### src/rtl/rf_pkg.sv
// rtl/rf_pkg.sv - shared widths and grant encoding for the register-file write-port arbiter
package rf_pkg;
  localparam int REG_ADDR_W = 5;
  localparam int XLEN       = 32;
  localparam int NUM_REGS   = 32;

  typedef logic [REG_ADDR_W-1:0] reg_addr_t;
  typedef logic [XLEN-1:0]       xlen_t;

  typedef enum logic [1:0] {
    GNT_IDLE  = 2'd0,
    GNT_WB    = 2'd1,
    GNT_FIFO  = 2'd2,
    GNT_FORCE = 2'd3
  } grant_e;
endpackage

### src/rtl/rf_wb_fifo.sv
// rtl/rf_wb_fifo.sv - circular buffer of queued LLU {rd, data} results
// Per-entry valid/rd vectors are exported so decode can detect pending writes.
module rf_wb_fifo
  import rf_pkg::*;
#(
  parameter  int DEPTH = 2,
  localparam int AW    = $clog2(DEPTH),
  localparam int CW    = AW + 1
) (
  input  logic                                  clk,
  input  logic                                  rst_n,
  input  logic                                  push_i,
  input  reg_addr_t                             push_rd_i,
  input  xlen_t                                 push_data_i,
  input  logic                                  pop_i,
  output reg_addr_t                             head_rd_o,
  output xlen_t                                 head_data_o,
  output logic [CW-1:0]                         count_o,
  output logic [CW-1:0]                         count_next_o,
  output logic [DEPTH-1:0]                      ent_valid_o,
  output logic [DEPTH-1:0][REG_ADDR_W-1:0]      ent_rd_o
);

  logic [DEPTH-1:0][REG_ADDR_W-1:0] rd_mem_q;
  logic [DEPTH-1:0][XLEN-1:0]       data_mem_q;
  logic [DEPTH-1:0]                 valid_q, valid_d;
  logic [AW-1:0]                    wr_ptr_q, wr_ptr_d;
  logic [AW-1:0]                    rd_ptr_q, rd_ptr_d;
  logic [CW-1:0]                    count_q, count_d;

  // Pop is applied before push so a full FIFO can swap its head in one cycle.
  always_comb begin
    valid_d  = valid_q;
    wr_ptr_d = wr_ptr_q;
    rd_ptr_d = rd_ptr_q;
    if (pop_i) begin
      valid_d[rd_ptr_q] = 1'b0;
      rd_ptr_d          = rd_ptr_q + AW'(1);
    end
    if (push_i) begin
      valid_d[wr_ptr_q] = 1'b1;
      wr_ptr_d          = wr_ptr_q + AW'(1);
    end
    count_d = count_q + CW'(push_i) - CW'(pop_i);
  end

  always_ff @(posedge clk or negedge rst_n) begin
    if (!rst_n) begin
      valid_q  <= '0;
      wr_ptr_q <= '0;
      rd_ptr_q <= '0;
      count_q  <= '0;
    end else begin
      valid_q  <= valid_d;
      wr_ptr_q <= wr_ptr_d;
      rd_ptr_q <= rd_ptr_d;
      count_q  <= count_d;
    end
  end

  always_ff @(posedge clk) begin
    if (push_i) begin
      rd_mem_q[wr_ptr_q]   <= push_rd_i;
      data_mem_q[wr_ptr_q] <= push_data_i;
    end
  end

  assign head_rd_o    = rd_mem_q[rd_ptr_q];
  assign head_data_o  = data_mem_q[rd_ptr_q];
  assign count_o      = count_q;
  assign count_next_o = count_d;
  assign ent_valid_o  = valid_q;
  assign ent_rd_o     = rd_mem_q;

endmodule

### src/rtl/regfile_wport_arbiter.sv
// rtl/regfile_wport_arbiter.sv - shares the register-file write port between WB and a queued LLU
// WB has priority; a starvation counter forces an LLU drain after STARVE_LIMIT blocked cycles.
module regfile_wport_arbiter
  import rf_pkg::*;
#(
  parameter  int DEPTH        = 2,
  parameter  int STARVE_LIMIT = 4,
  localparam int CW           = $clog2(DEPTH) + 1
) (
  input  logic                  clk,
  input  logic                  reset,
  input  logic                  wb_valid,
  input  logic [REG_ADDR_W-1:0] wb_rd,
  input  logic [XLEN-1:0]       wb_data,
  output logic                  wb_stall,
  input  logic                  llu_valid,
  output logic                  llu_ready,
  input  logic [REG_ADDR_W-1:0] llu_rd,
  input  logic [XLEN-1:0]       llu_data,
  output logic                  rf_reg_write,
  output logic [REG_ADDR_W-1:0] rf_rd,
  output logic [XLEN-1:0]       rf_write_data,
  input  logic [REG_ADDR_W-1:0] rs1,
  input  logic [REG_ADDR_W-1:0] rs2,
  output logic                  pend_rs1,
  output logic                  pend_rs2,
  output logic [CW-1:0]         fifo_count
);

  localparam logic [3:0] STARVE_MAX = 4'(STARVE_LIMIT);

  logic                             llu_ready_q;
  logic                             rf_reg_write_q, rf_reg_write_d;
  reg_addr_t                        rf_rd_q, rf_rd_d;
  xlen_t                            rf_write_data_q, rf_write_data_d;
  logic [3:0]                       starve_q, starve_d;
  grant_e                           grant;
  logic                             wb_req, fifo_ne, fifo_push, fifo_pop;
  reg_addr_t                        head_rd;
  xlen_t                            head_data;
  logic [CW-1:0]                    count_next;
  logic [DEPTH-1:0]                 ent_valid;
  logic [DEPTH-1:0][REG_ADDR_W-1:0] ent_rd;

  assign wb_req    = wb_valid && (wb_rd != '0);
  assign fifo_ne   = (fifo_count != '0);
  // x0 results complete the handshake but never occupy an entry.
  assign fifo_push = llu_valid && llu_ready_q && (llu_rd != '0);
  assign fifo_pop  = (grant == GNT_FORCE) || (grant == GNT_FIFO);

  rf_wb_fifo #(.DEPTH(DEPTH)) u_fifo (
    .clk          (clk),
    .rst_n        (reset),
    .push_i       (fifo_push),
    .push_rd_i    (llu_rd),
    .push_data_i  (llu_data),
    .pop_i        (fifo_pop),
    .head_rd_o    (head_rd),
    .head_data_o  (head_data),
    .count_o      (fifo_count),
    .count_next_o (count_next),
    .ent_valid_o  (ent_valid),
    .ent_rd_o     (ent_rd)
  );

  always_comb begin
    grant    = GNT_IDLE;
    wb_stall = 1'b0;
    if (fifo_ne && (starve_q == STARVE_MAX)) begin
      grant    = GNT_FORCE;
      wb_stall = wb_req;
    end else if (wb_req) begin
      grant = GNT_WB;
    end else if (fifo_ne) begin
      grant = GNT_FIFO;
    end
  end

  always_comb begin
    rf_reg_write_d  = 1'b0;
    rf_rd_d         = rf_rd_q;
    rf_write_data_d = rf_write_data_q;
    case (grant)
      GNT_WB: begin
        rf_reg_write_d  = 1'b1;
        rf_rd_d         = wb_rd;
        rf_write_data_d = wb_data;
      end
      GNT_FIFO, GNT_FORCE: begin
        rf_reg_write_d  = 1'b1;
        rf_rd_d         = head_rd;
        rf_write_data_d = head_data;
      end
      default: ;
    endcase

    starve_d = starve_q;
    if (!fifo_ne || fifo_pop) begin
      starve_d = '0;
    end else if ((grant == GNT_WB) && (starve_q != STARVE_MAX)) begin
      starve_d = starve_q + 4'd1;
    end
  end

  always_ff @(posedge clk or negedge reset) begin
    if (!reset) begin
      llu_ready_q     <= 1'b0;
      rf_reg_write_q  <= 1'b0;
      rf_rd_q         <= '0;
      rf_write_data_q <= '0;
      starve_q        <= '0;
    end else begin
      llu_ready_q     <= (count_next < CW'(DEPTH));
      rf_reg_write_q  <= rf_reg_write_d;
      rf_rd_q         <= rf_rd_d;
      rf_write_data_q <= rf_write_data_d;
      starve_q        <= starve_d;
    end
  end

  // A write on rf_* is still pending until the register file commits it on negedge.
  always_comb begin
    pend_rs1 = rf_reg_write_q && (rf_rd_q == rs1);
    pend_rs2 = rf_reg_write_q && (rf_rd_q == rs2);
    for (int i = 0; i < DEPTH; i++) begin
      if (ent_valid[i] && (ent_rd[i] == rs1)) pend_rs1 = 1'b1;
      if (ent_valid[i] && (ent_rd[i] == rs2)) pend_rs2 = 1'b1;
    end
    if (rs1 == '0) pend_rs1 = 1'b0;
    if (rs2 == '0) pend_rs2 = 1'b0;
  end

  assign llu_ready     = llu_ready_q;
  assign rf_reg_write  = rf_reg_write_q;
  assign rf_rd         = rf_rd_q;
  assign rf_write_data = rf_write_data_q;

endmodule
### config.mk
export PLATFORM = sky130hd
export DESIGN_NAME = regfile_wport_arbiter
export DESIGN_NICKNAME = d
export VERILOG_FILES = /design/src/rtl/rf_pkg.sv /design/src/rtl/rf_wb_fifo.sv /design/src/rtl/regfile_wport_arbiter.sv
export SDC_FILE = /design/constraint.sdc
export NUM_CORES = 1
export LEC_CHECK = 0
export ABC_AREA = 1
export ABC_CLOCK_PERIOD_IN_PS = 7100
export BUFFER_PORTS_ARGS = -buffer_cell sky130_fd_sc_hd__buf_2
export CAP_MARGIN = 40
export CORE_MARGIN = 2
export CORE_UTILIZATION = 45
export DETAILED_ROUTE_END_ITERATION = 8
export GPL_ROUTABILITY_DRIVEN = 1
export PLACE_DENSITY = 0.74
export SYNTH_ARGS = -nofsm -noshare
export SYNTH_HDL_FRONTEND = slang
export SYNTH_SLANG_ARGS = --single-unit
### constraint.sdc
create_clock -name clk -period 7.1 [get_ports clk]
set_clock_uncertainty 0.2 [all_clocks]
set_input_delay 0 -clock clk [delete_from_list [all_inputs] [get_ports clk]]
set_output_delay 0 -clock clk [all_outputs]
set_load 0.02 [all_outputs]
== Word level (Yosys, flattened, before mapping) ==
Cells that the tools add are included.

* Add/sub/neg operators: 5
* Muxes and demuxes: 31
* Divide/modulo/power cells: 0
* Reductions and logical operators: 25
* Shifts and indexed selects: 0
* Magnitude comparators: 5
* Equal/unequal tests: 11
* Bitwise gates (word level): 3
* Multiply operators: 0

{| class="wikitable"
|+ Operators by type and width
! operator !! number
|-
| two-way mux 32 bit || 3
|-
| bitwise mux 64 bit || 1
|-
| case mux 32 bit (2 select lines) || 1
|-
| demux 32 bit (select 1 bit) || 1
|-
| equality test 5 bit || 6
|-
| two-way mux 5 bit || 3
|-
| logical AND 1 bit || 13
|-
| bitwise mux 10 bit || 1
|-
| logical NOT 5 bit || 2
|-
| two-way mux 1 bit || 10
|-
| two-way mux 2 bit || 5
|-
| case mux 5 bit (2 select lines) || 1
|-
| nonzero test 5 bit || 2
|-
| two-way mux 4 bit || 2
|-
| nonzero test 2 bit || 3
|-
| demux 5 bit (select 1 bit) || 1
|-
| adder 4 x 1 -> 4 bit (second input constant) || 1
|-
| equality test 2 bit (second input constant) || 2
|-
| equality test 4 x 3 -> 1 bit (second input constant) || 1
|-
| less-than comparator 1 x 2 -> 1 bit (second input constant) || 2
|-
| inequality test 4 x 3 -> 1 bit (second input constant) || 1
|-
| OR reduction 3 bit || 1
|-
| adder 1 bit (second input constant) || 2
|-
| adder 2 x 1 -> 2 bit || 1
|-
| other kinds (11) || 14
|}

* Output and inout port bits: 44
* Word-level logic and storage cells: 93
* Bits in read-only memories: 0
* Register bits: 123
* Latch bits: 0
* RAM bits: 0
* Input bits: 88
* Memories: 0

== Longest topological paths before layout ==
Gate-level depths: netlist (run 1).

* Depth after elaboration: 9
* Depth in mapped cells: 11

== Hierarchy ==
From an unflattened synthesis (run 1), not the netlist that was laid out.

* Cells, all modules: 717
* Area total of the unflattened synthesis: 5,993.2 µm²

{| class="wikitable"
|+ By module, submodules not included
! module !! area an instance (µm²) !! cells an instance !! times used !! sequential area each (µm²)
|-
| regfile_wport_arbiter || 3,020.4 || 493 || 1 || 1,076.0
|-
| rf_wb_fifo || 2,972.9 || 224 || 1 || 2,372.3
|}

== Least setup slack after synthesis (run 1) ==
OpenSTA, ideal clock, no wires.

* Path type: register -> register
* Start point: reg llu_ready_q, in the netlist llu_ready
* End point: reg u_fifo.data_mem_q[32] (netlist name), enable pin
* Path slack: 4,292 ps
* Cell stages (with the launch flop): 3
* Clock period less this slack: 2,808 ps
* Arrival time: 2,177 ps
* Path through: dfrtp_1 nand3_1 nor2_1

* Cells in the longest elaborated chain, start to end: 2

{| class="wikitable"
|+ Ends and longest elaborated chain
! element !! RTL line !! RTL
|-
| start: declaration || regfile_wport_arbiter.sv:32 || <nowiki>logic llu_ready_q;</nowiki>
|-
| start signal: assignment || regfile_wport_arbiter.sv:113 || <nowiki>llu_ready_q <= (count_next < CW'(DEPTH));</nowiki>
|-
| logical AND 1 bit (2 in a row) || regfile_wport_arbiter.sv:48 || <nowiki>assign fifo_push = llu_valid && llu_ready_q && (llu_rd != '0);</nowiki>
|-
| end signal: indexed assignment || rf_wb_fifo.sv:64 || <nowiki>data_mem_q[wr_ptr_q] <= push_data_i;</nowiki>
|-
| end: declaration || rf_wb_fifo.sv:25 || <nowiki>logic [DEPTH-1:0][XLEN-1:0] data_mem_q;</nowiki>
|}

No other way between the ends.
A chain may end at the register's enable or synchronous reset.

== Worst setup path in the final report (run 1) ==
* Start point: reg starve_q[0]
* End point: reg starve_q[1]

* Cells in the longest elaborated chain, start to end: 7
* Elaborated cells between the ends (all ways): 14
* Classes of those cells: add/sub: 1; eq/ne: 5; mux: 3; reduce/logical: 5

{| class="wikitable"
|+ Ends and longest elaborated chain
! element !! RTL line !! RTL
|-
| start: declaration || regfile_wport_arbiter.sv:36 || <nowiki>logic [3:0] starve_q, starve_d;</nowiki>
|-
| start signal: assignment || regfile_wport_arbiter.sv:117 || <nowiki>starve_q <= starve_d;</nowiki>
|-
| equality test 4 x 3 -> 1 bit || regfile_wport_arbiter.sv:69 || <nowiki>if (fifo_ne && (starve_q == STARVE_MAX)) begin</nowiki>
|-
| logical AND 1 bit || regfile_wport_arbiter.sv:69 ||
|-
| two-way mux 2 bit || regfile_wport_arbiter.sv:69 ||
|-
| equality test 2 bit || regfile_wport_arbiter.sv:49 || <nowiki>assign fifo_pop = (grant == GNT_FORCE) || (grant == GNT_FIFO);</nowiki>
|-
| logical OR 1 bit || regfile_wport_arbiter.sv:49 ||
|-
| logical OR 1 bit || regfile_wport_arbiter.sv:98 || <nowiki>if (!fifo_ne || fifo_pop) begin</nowiki>
|-
| two-way mux 4 bit / nonzero test 2 bit (equally long branches) || - ||
|}

Parallel ways exist; a longest one is shown, timed or not. The select of a mux whose other input is x is not followed.

==> results of run 1 <==
[registers in the layout, indices dropped and copies added, names as in the netlist]
register,flops
u_fifo.data_mem_q,64
rf_write_data,32
u_fifo.ent_rd_o,10
rf_rd,5
starve_q,4
u_fifo.count_o,2
u_fifo.ent_valid_o,2
llu_ready,1
rf_reg_write,1
u_fifo.rd_ptr_q,1
u_fifo.wr_ptr_q,1
[worst paths after layout]
| check | startpoint | to |
|---|---|---|
| worst max-delay path | starve_q[0]$_DFFE_PN0P_ | starve_q[1]$_DFFE_PN0P_ |
| worst min-delay path | reset | rf_write_data[22]$_DFFE_PN0P_ |
| worst max register to register | starve_q[0]$_DFFE_PN0P_ | starve_q[1]$_DFFE_PN0P_ |
| worst min register to register | rf_write_data[23]$_DFFE_PN0P_ | rf_write_data[23]$_DFFE_PN0P_ |
| max in group asynchronous | reset | u_fifo.rd_ptr_q$_DFFE_PN0P_ |
| min in group clk | wb_valid | rf_reg_write$_DFF_PN0_ |
[cell type report]
| type | count | area [um2] |
|---|---|---|
| fill | 1026 | 4640 |
| sequential | 123 | 3450 |
| multi-input combinational | 446 | 1880 |
| timing repair buffer | 213 | 1510 |
| clock buffer | 19 | 433 |
| inverter | 69 | 259 |
| tap | 172 | 215 |
| clock inverter | 13 | 128 |
[metal layers]
layer | routed length, um | part of all wire | GRT usage | up-vias
li1 | - | - | - | 2523
met1 | 6280 | 0.44 | 0.271 | 2328
met2 | 7010 | 0.49 | 0.363 | 153
met3 | 655 | 0.046 | 0.0472 | 28
met4 | 328 | 0.023 | 0.0824 | 0
met5 | 0 | 0 | 0 | -
[worst max-delay path, delay by kind of cell, from the launching register on]
family                     cells  cell delay [ps]
adders and majority gates      1              190
buffers and inverters          1               60
DFF                            1              390
and+or+nand+nor                5             1600
[through the flow]
stage          utilization  instances  instance area, um2  power, W
3_5_place_dp         0.524        947                6560   0.00214
5_1_grt              0.629       1055                7880   0.00319
2_1_floorplan            -        665                5710   0.00181
4_1_cts              0.629       1055                7880   0.00299
3_3_place_gp         0.518        944                6480   0.00210
6_report             0.629       1055                7880   0.00298
[cell usage in the layout, fill, tap and decap left out, types with 3 or more instances in the layout]
| master | count |
|---|---|
| o21ai_0 | 57 |
| nor2_1 | 32 |
| edfxtp_1 | 74 |
| clkbuf_16 | 17 |
| nand2_1 | 289 |
| clkinvlp_4 | 4 |
| buf_2 | 131 |
| dfrtp_1 | 48 |
| inv_1 | 66 |
| buf_4 | 3 |
| nor3_1 | 4 |
| ha_1 | 3 |
| clkinv_2 | 5 |
| nand3_1 | 54 |
| dlygate4sd3_1 | 76 |
[where the power goes]
part / total [W] / switching [W] / internal (W)
registers: 0.00114 / 0.000142 / 0.000995
logic: 0.00103 / 0.000693 / 0.000341
clock network: 0.000813 / 0.000301 / 0.000511
[logic make-up after synthesis]
kind of cell	after synthesis	share of synthesized area
DFF	123	0.603
and+or+nand+nor	384	0.268
buffers and inverters	96	0.0692
xor gates and xnor gates	2	0.00307
AOI/OAI and AO/OA	57	0.0499
adders and majority gates	3	0.00657
[timing repair]
| action | 4_1_cts | 5_1_grt |
|---|---|---|
| endpoints found under the setup margin | 0 | 0 |
| endpoints found under the hold margin | 163 | 0 |
| hold buffers | 76 | 0 |
==> impl_metrics.csv, run 1 <==
group,metric,value,unit
clock_tree,cts_root_buffer,"clkbuf_16",
place,io_buffers,131,
die,row_count,41,
global_route,grt_max_degree,50,
die,die_w,117,um
outcome,status,"completed",
drt,drtPass1Iterations,5,
worst_setup_path,worstRegToRegCells,7,
worst_setup_path,critPathSlowestCell,"nand2_2",
clock_tree,cts_resized,0,
clock_tree,clkSlewWorstSetupHoldPaths,50,ps
clock_tree,cts.sinks,123,
synth,synth_top_flop_cell,"edfxtp_1",
layout,syn2layout_area_growth,37.8,%
synth,synth_cell_types,19,
die,io_pins,132,
drt,via_per_inst,4.77,
synth,synthArstFlopShare,0.398,
layout,nNetsFinal,961,
clock_tree,cts_tree,"built",
worst_setup_path,start_kind,"flop",
global_route,grtUsageTotal,0.215,
timing,fin_crit_sh,0.355,
worst_setup_path,crit_fanout,39,
timing,max_slew_margin,0.484,
die,start_util,0.457,
global_route,antenna_found_initial,0,
drt,drc_errors,0,
timing,timing.final.hold_violations,0,
worst_setup_path,worst_path_largest_cell_delay,740,ps
hold_path,hold_path_class,"input port to async pin",
drt,vias,5032,
synth,syn_inst,665,
layout,n_antenna_cell,0,
drt,drt-wirelength-per-cell,13.5,um
clock_tree,cts_buffers,17,
timing,rsz0062_at_grt,"false",
power,peakVddDrop,0.000179,V
synth,synth_common_cells,"289 x nand2_1, 74 x edfxtp_1, 67 x inv_1, 57 x o21ai_0, 54 x nand3_1",
synth,yosys_register_bits,123,
timing,tightestPinTransition,772,ps
clock_tree,htreeDepth,4,
worst_setup_path,cp_cell_sequence,"inv_1, ha_1, nand3b_1, nand3_2, nand2_2, nand2_1, nor2_1",
synth,yosysSeqAreaShare,0.603,
timing,tns,0,ps
die,die-area,13600,um2
die,core,12500,um2
synth,synth_edf_count,74,
power,power_density,379,nW/um2
synth,synth.top_cells.by_area,"edfxtp_1 39%, dfrtp_1 21%, nand2_1 19%, o21ai_0 5.0%, nand3_1 4.7%",
timing,drv_slew,0,
synth,synth_top_area_frac,0.389,
place,hpwl,9000,um
place,pre_cts_ws,4580,ps
timing,fin_ws,4580,ps
power,power_leakage,3.90,nW
worst_setup_path,end_kind,"flop",
clock_tree,postCtsSetupRepairBufs,0,
global_route,grt_pass1_wl,22200,um
timing,setup-violations-final,0,
worst_setup_path,crit_arrival,2640,ps
timing,period_minus_slack,2520,ps
worst_setup_path,r2r_slack,4580,ps
job,maxCapViolCount,0,
drt,totalWireLength,14300,um
drt,ant_nets,0,
timing,fmax,397,MHz
clock_tree,clk_latency,400,ps
timing,holdWs,38.6,ps
synth,syn-num-nets,756,
synth,synth.avg_cell_area,8.59,um2
clock_tree,cts_max_path_buffers,2,
drt,drt_iter0_markers,305,
layout,drive_gt1_frac,0.195,
synth,yosysWarnings,0,
worst_setup_path,crit_required,7220,ps
synth,synth_area,5710,um2
die,die_y,117,um
place,finalWeightedCongestion,0.865,
worst_setup_path,worstSetupPathType,"flop to flop",
global_route,grt_pass1_vias,4738,
synth,synth_top_area_cell,"edfxtp_1",
global_route,grt_overflow,0,
synth,synth.most_common_cell,"nand2_1",
Power figures use the tool's default switching activity.
==> inputs of run 2 (changes only) <==
--- a/config.mk
+++ b/config.mk
@@ -6,14 +6,14 @@
 export NUM_CORES = 1
 export LEC_CHECK = 0
 export ABC_AREA = 1
-export ABC_CLOCK_PERIOD_IN_PS = 7100
+export ABC_CLOCK_PERIOD_IN_PS = 2100
 export BUFFER_PORTS_ARGS = -buffer_cell sky130_fd_sc_hd__buf_2
 export CAP_MARGIN = 40
 export CORE_MARGIN = 2
 export CORE_UTILIZATION = 45
 export DETAILED_ROUTE_END_ITERATION = 8
 export GPL_ROUTABILITY_DRIVEN = 1
-export PLACE_DENSITY = 0.74
+export PLACE_DENSITY = 0.76
 export SYNTH_ARGS = -nofsm -noshare
 export SYNTH_HDL_FRONTEND = slang
 export SYNTH_SLANG_ARGS = --single-unit
==> constraint.sdc (replaced) <==
create_clock -name clk -period 2.1 [get_ports clk]
set_clock_uncertainty 0.2 [all_clocks]
set_input_delay 0 -clock clk [delete_from_list [all_inputs] [get_ports clk]]
set_output_delay 0 -clock clk [all_outputs]
set_load 0.02 [all_outputs]
==> run 2 against run 1 <==
Maximum frequency grew 30%. Die area unchanged. Power grew to 3.4 times the previous value. Non-clock buffer count is 11 higher. Worst hold slack worse by 4.1 ps. Final cell count increased by 1.0%. Largest power group unchanged.
==> impl_metrics.csv, run 2 (synthesized netlist as in run 1, its figures left out) <==
group,metric,value,unit
drt,drt-wirelength-per-cell,13.9,um
job,maxCapViolCount,0,
worst_setup_path,critPathBufInv,2,
die,die-area,13600,um2
worst_setup_path,critPathSlowestCell,"dfrtp_1",
worst_setup_path,r2r_slack,170,ps
drt,totalWireLength,14800,um
global_route,antenna_found_initial,0,
worst_setup_path,cp_cell_sequence,"inv_1, ha_1, nand3b_1, nand3_2, nand3_1, o21ai_0, ha_1, inv_1, nand3_1, nand2_1",
place,io_buffers,131,
power,power_leakage,3.94,nW
global_route,grt_pass1_wl,23500,um
power,peakVddDrop,0.000860,V
clock_tree,clk_latency,410,ps
drt,drt_iter0_markers,385,
timing,fmax,517,MHz
outcome,status,"completed",
timing,timing.final.hold_violations,0,
worst_setup_path,crit_family,"simple AND/OR/NAND/NOR gates",
worst_setup_path,end_kind,"flop",
timing,fin_crit_sh,0.921,
clock_tree,cts_tree,"built",
timing,holdWs,34.6,ps
drt,via_per_inst,4.73,
layout,drive_gt1_frac,0.202,
clock_tree,cts_max_path_buffers,2,
timing,max_slew_margin,0.552,
layout,syn2layout_area_growth,39.0,%
die,die_y,117,um
timing,setup-violations-final,0,
drt,ant_nets,0,
global_route,grtUsageTotal,0.230,
die,row_count,41,
die,die_w,117,um
layout,n_antenna_cell,0,
global_route,grt_overflow,0,
worst_setup_path,crit_required,2260,ps
timing,fin_ws,166,ps
worst_setup_path,worstRegToRegCells,10,
clock_tree,postCtsSetupRepairBufs,0,
timing,period_minus_slack,1930,ps
drt,vias,5045,
power,power_density,1290,nW/um2
clock_tree,cts.sinks,123,
hold_path,hold_path_class,"input port to async pin",
drt,drtPass1Iterations,4,
clock_tree,cts_root_buffer,"clkbuf_16",
place,finalWeightedCongestion,0.903,
place,hpwl,9290,um
timing,drv_slew,0,
global_route,grt_max_degree,50,
worst_setup_path,r2r_start,"starve_q[0]$_DFFE_PN0P_",
worst_setup_path,crit_fanout,7,
worst_setup_path,r2r_end,"u_fifo.count_o[1]$_DFF_PN0_",
layout,nNetsFinal,972,
die,start_util,0.457,
layout,largest_reg_flops,64,
worst_setup_path,worst_path_largest_cell_delay,390,ps
die,core,12500,um2
timing,tightestPinTransition,672,ps
clock_tree,cts_buffers,17,
clock_tree,clkSlewWorstSetupHoldPaths,60,ps
worst_setup_path,start_kind,"flop",
timing,rsz0062_at_grt,"false",
worst_setup_path,crit_arrival,2090,ps
clock_tree,htreeDepth,4,
clock_tree,cts_resized,0,
worst_setup_path,worstSetupPathType,"flop to flop",
place,pre_cts_ws,187,ps
drt,drc_errors,0,
layout,final_cell_mix,"289 x nand2_1, 131 x buf_2, 77 x dlygate4sd3_1",
layout,final_common_cell,"nand2_1",
global_route,grt_pass1_vias,4909,
layout,top_register,"u_fifo.data_mem_q",
die,io_pins,132,
## run 2: cell types whose count changed in the layout (fill, tap and decap cells not counted), sizes merged
| cell | before | now |
|---|---|---|
| buf | 137 | 147 |
| clkbuf | 19 | 21 |
| clkinv | 8 | 4 |
| clkinvlp | 4 | 5 |
| dlygate4sd3 | 76 | 77 |
| inv | 68 | 69 |
## run 2: through the flow
stage | area, um2 | util | TNS (ps) | power [W] | instances
floorplan | 5720 | - | -1630 | 0.00613 | 665
global placement | 6600 | 0.527 | 0 | 0.00725 | 957
detailed placement | 6600 | 0.527 | 0 | 0.00731 | 957
CTS | 7940 | 0.635 | 0 | 0.0103 | 1066
global route | 7940 | 0.635 | 0 | 0.0110 | 1066
finish | 7940 | 0.635 | 0 | 0.0102 | 1066
## run 2: timing repair
item | in CTS | in global routing
hold buffers | 77 | 0
hold endpoints to repair | 167 | 0
endpoints found under the setup margin | 0 | 0
## run 2: how the worst max path moves through the flow
stage	start	endpoint	slack, ps	cells past startpoint
3_3_place_gp	starve_q[0]$_DFFE_PN0P_	u_fifo.count_o[1]$_DFF_PN0_	300	10
3_5_place_dp	starve_q[0]$_DFFE_PN0P_	u_fifo.count_o[1]$_DFF_PN0_	190	10
5_1_grt	starve_q[0]$_DFFE_PN0P_	u_fifo.count_o[1]$_DFF_PN0_	10	10
2_1_floorplan	llu_ready$_DFF_PN0_	u_fifo.data_mem_q[0]$_DFFE_PP_	-40	4
6_report	starve_q[0]$_DFFE_PN0P_	u_fifo.count_o[1]$_DFF_PN0_	170	10
4_1_cts	starve_q[0]$_DFFE_PN0P_	u_fifo.count_o[1]$_DFF_PN0_	180	10
## run 2: per-layer routing
| metal | track usage | vias up | routed length, um |
|---|---|---|---|
| met5 | 0 | - | 0 |
| li1 | - | 2552 | - |
| met1 | 0.281 | 2321 | 6290 |
| met3 | 0.0545 | 23 | 760 |
| met2 | 0.392 | 149 | 7470 |
| met4 | 0.0996 | 0 | 325 |
## run 2: worst reg2reg max path: cells and delay by family, from the launching register on
family | cells | cell delay, ps
adder cells (fa/ha/maj) | 2 | 400
AO/OA/AOI/OAI | 1 | 110
AND/OR/NAND/NOR | 5 | 620
flip-flops | 1 | 390
buffers and inverters | 2 | 150
## run 2: area by class of cell
| class | count | area, um2 |
|---|---|---|
| fill | 1066 | 4570 |
| sequential | 123 | 3450 |
| multi-input combinational | 446 | 1880 |
| timing repair buffer | 224 | 1570 |
| clock buffer | 21 | 450 |
| inverter | 69 | 259 |
| tap | 172 | 215 |
| clock inverter | 11 | 120 |
## run 2: report_power, final
part	internal (W)	switching, W	total (W)	leakage, nW
clock	0.00177	0.00104	0.00281	0.263
sequential	0.00336	0.000412	0.00378	1.28
combinational	0.00123	0.00242	0.00365	2.39
==> inputs of run 3 (changes only) <==
--- a/config.mk
+++ b/config.mk
@@ -14,6 +14,7 @@
 export DETAILED_ROUTE_END_ITERATION = 8
 export GPL_ROUTABILITY_DRIVEN = 1
 export PLACE_DENSITY = 0.76
+export RECOVER_POWER = 25
 export SYNTH_ARGS = -nofsm -noshare
 export SYNTH_HDL_FRONTEND = slang
 export SYNTH_SLANG_ARGS = --single-unit
==> run 3 against run 2 <==
Global-route usage did not move. Wire length fell by 0.21%. Design area fell by 0.43%. Clock power barely moved. First-iteration DRC count rose by 4.2%. Final cell count did not move. Critical path type unchanged. Critical endpoint unchanged.
==> impl_metrics.csv, run 3 (synthesized netlist as in run 1, its figures left out) <==
group,metric,value,unit
layout,drive_gt1_frac,0.172,
drt,drt-wirelength-per-cell,13.9,um
clock_tree,htreeDepth,4,
layout,nNetsFinal,972,
place,finalWeightedCongestion,0.903,
global_route,grt_pass1_wl,23500,um
timing,timing.final.hold_violations,0,
drt,totalWireLength,14800,um
die,die-area,13600,um2
power,power_leakage,3.86,nW
clock_tree,clk_latency,410,ps
timing,fmax,519,MHz
layout,top_register,"u_fifo.data_mem_q",
place,placedCellCount,957,
layout,instances_no_fill,1066,
clock_tree,cts_buffers,17,
drt,drt_iter0_markers,401,
place,io_buffers,131,
die,die_y,117,um
timing,max_slew_margin,0.556,
drt,drtPass1Iterations,4,
drt,vias,5052,
clock_tree,cts_root_buffer,"clkbuf_16",
place,hpwl,9290,um
timing,tightestPinTransition,666,ps
global_route,grtUsageTotal,0.230,
drt,drc_errors,0,
global_route,grt_max_degree,50,
layout,final_cell_mix,"289 x nand2_1, 103 x buf_2, 77 x dlygate4sd3_1",
layout,fill_cells,1082,
clock_tree,cts.sinks,123,
timing,fin_ws,172,ps
die,die_w,117,um
clock_tree,cts_tree,"built",
timing,drv_slew,0,
die,row_count,41,
global_route,grt_overflow,0,
die,core,12500,um2
die,start_util,0.457,
global_route,antenna_found_initial,0,
layout,final_common_cell,"nand2_1",
timing,rsz0062_at_grt,"false",
worst_setup_path,crit_arrival,2090,ps
clock_tree,cts_max_path_buffers,2,
layout,syn2layout_area_growth,38.4,%
clock_tree,clkSlewWorstSetupHoldPaths,60,ps
job,maxCapViolCount,0,
worst_setup_path,start_kind,"flop",
worst_setup_path,worstSetupPathType,"flop to flop",
drt,via_per_inst,4.74,
global_route,grt_pass1_vias,4909,
drt,ant_nets,0,
layout,n_antenna_cell,0,
timing,fin_crit_sh,0.918,
layout,largest_reg_flops,64,
power,peakVddDrop,0.000860,V
worst_setup_path,end_kind,"flop",
outcome,status,"completed",
place,pre_cts_ws,187,ps
hold_path,hold_path_class,"input port to async pin",
power,power_density,1290,nW/um2
timing,period_minus_slack,1930,ps
timing,setup-violations-final,0,
worst_setup_path,crit_fanout,7,
die,io_pins,132,
worst_setup_path,crit_required,2260,ps
[run 3: per-layer routing]
layer,GRT usage,vias to the layer above,part of all wire
met5,0,-,0
met4,0.0996,0,0.027
met3,0.0545,28,0.052
met2,0.392,151,0.50
met1,0.281,2319,0.42
li1,-,2554,-
[run 3: area by class of cell]
type	instances	area [um2]	area share
tap	172	215	0.0272
inverter	69	259	0.0327
sequential	123	3450	0.436
timing repair buffer	224	1540	0.194
clock buffer	21	450	0.0569
multi-input combinational	446	1880	0.237
clock inverter	11	120	0.0152
[run 3: metrics by stage]
step                      total power (W)  area, um2  hold WS [ps]   util  TNS, ps
final                              0.0102       7910          33.3  0.632        0
after global routing               0.0110       7910          99.2  0.632        0
after CTS                          0.0103       7940          57.4  0.635        0
after detailed placement          0.00731       6600         -38.3  0.527        0
after global placement            0.00725       6600         -43.6  0.527        0
after floorplan                   0.00613       5720          -496      -    -1630
[run 3: path summary, 6_finish.rpt]
| kind | end | cells past startpoint | start | slack, ps |
|---|---|---|---|---|
| setup / recovery | u_fifo.count_o[1]$_DFF_PN0_ | 10 | starve_q[0]$_DFFE_PN0P_ | 170 |
| hold / removal | rf_write_data[21]$_DFFE_PN0P_ | 3 | reset | 30 |
| setup reg to reg | u_fifo.count_o[1]$_DFF_PN0_ | 10 | starve_q[0]$_DFFE_PN0P_ | 170 |
| hold reg to reg | rf_write_data[19]$_DFFE_PN0P_ | 2 | rf_write_data[19]$_DFFE_PN0P_ | 270 |
| max in group asynchronous | u_fifo.rd_ptr_q$_DFFE_PN0P_ | 3 | reset | 1170 |
| min in group clk | u_fifo.data_mem_q[40]$_DFFE_PP_ | 2 | llu_data[8] | 110 |
[run 3: timing repair]
action / CTS / global route
gates resized for setup: 0 / 0
hold buffers: 77 / 0
hold endpoints to repair: 167 / 0
setup buffers: 0 / 0
[run 3: critical path: stages (launching register included)]
cell	delay [ps]
dfrtp_1	390
inv_1	60
ha_1	180
nand3b_1	120
nand3_2	160
nand3_1	170
o21ai_0	110
ha_1	220
inv_1	90
nand3_1	90
nand2_1	70
[run 3: where the power goes]
group          switching [W]  internal [W]  total (W)  leakage (nW)
Clock                0.00104       0.00177    0.00281         0.263
Combinational        0.00243       0.00122    0.00365          2.32
Sequential          0.000411       0.00336    0.00378          1.28
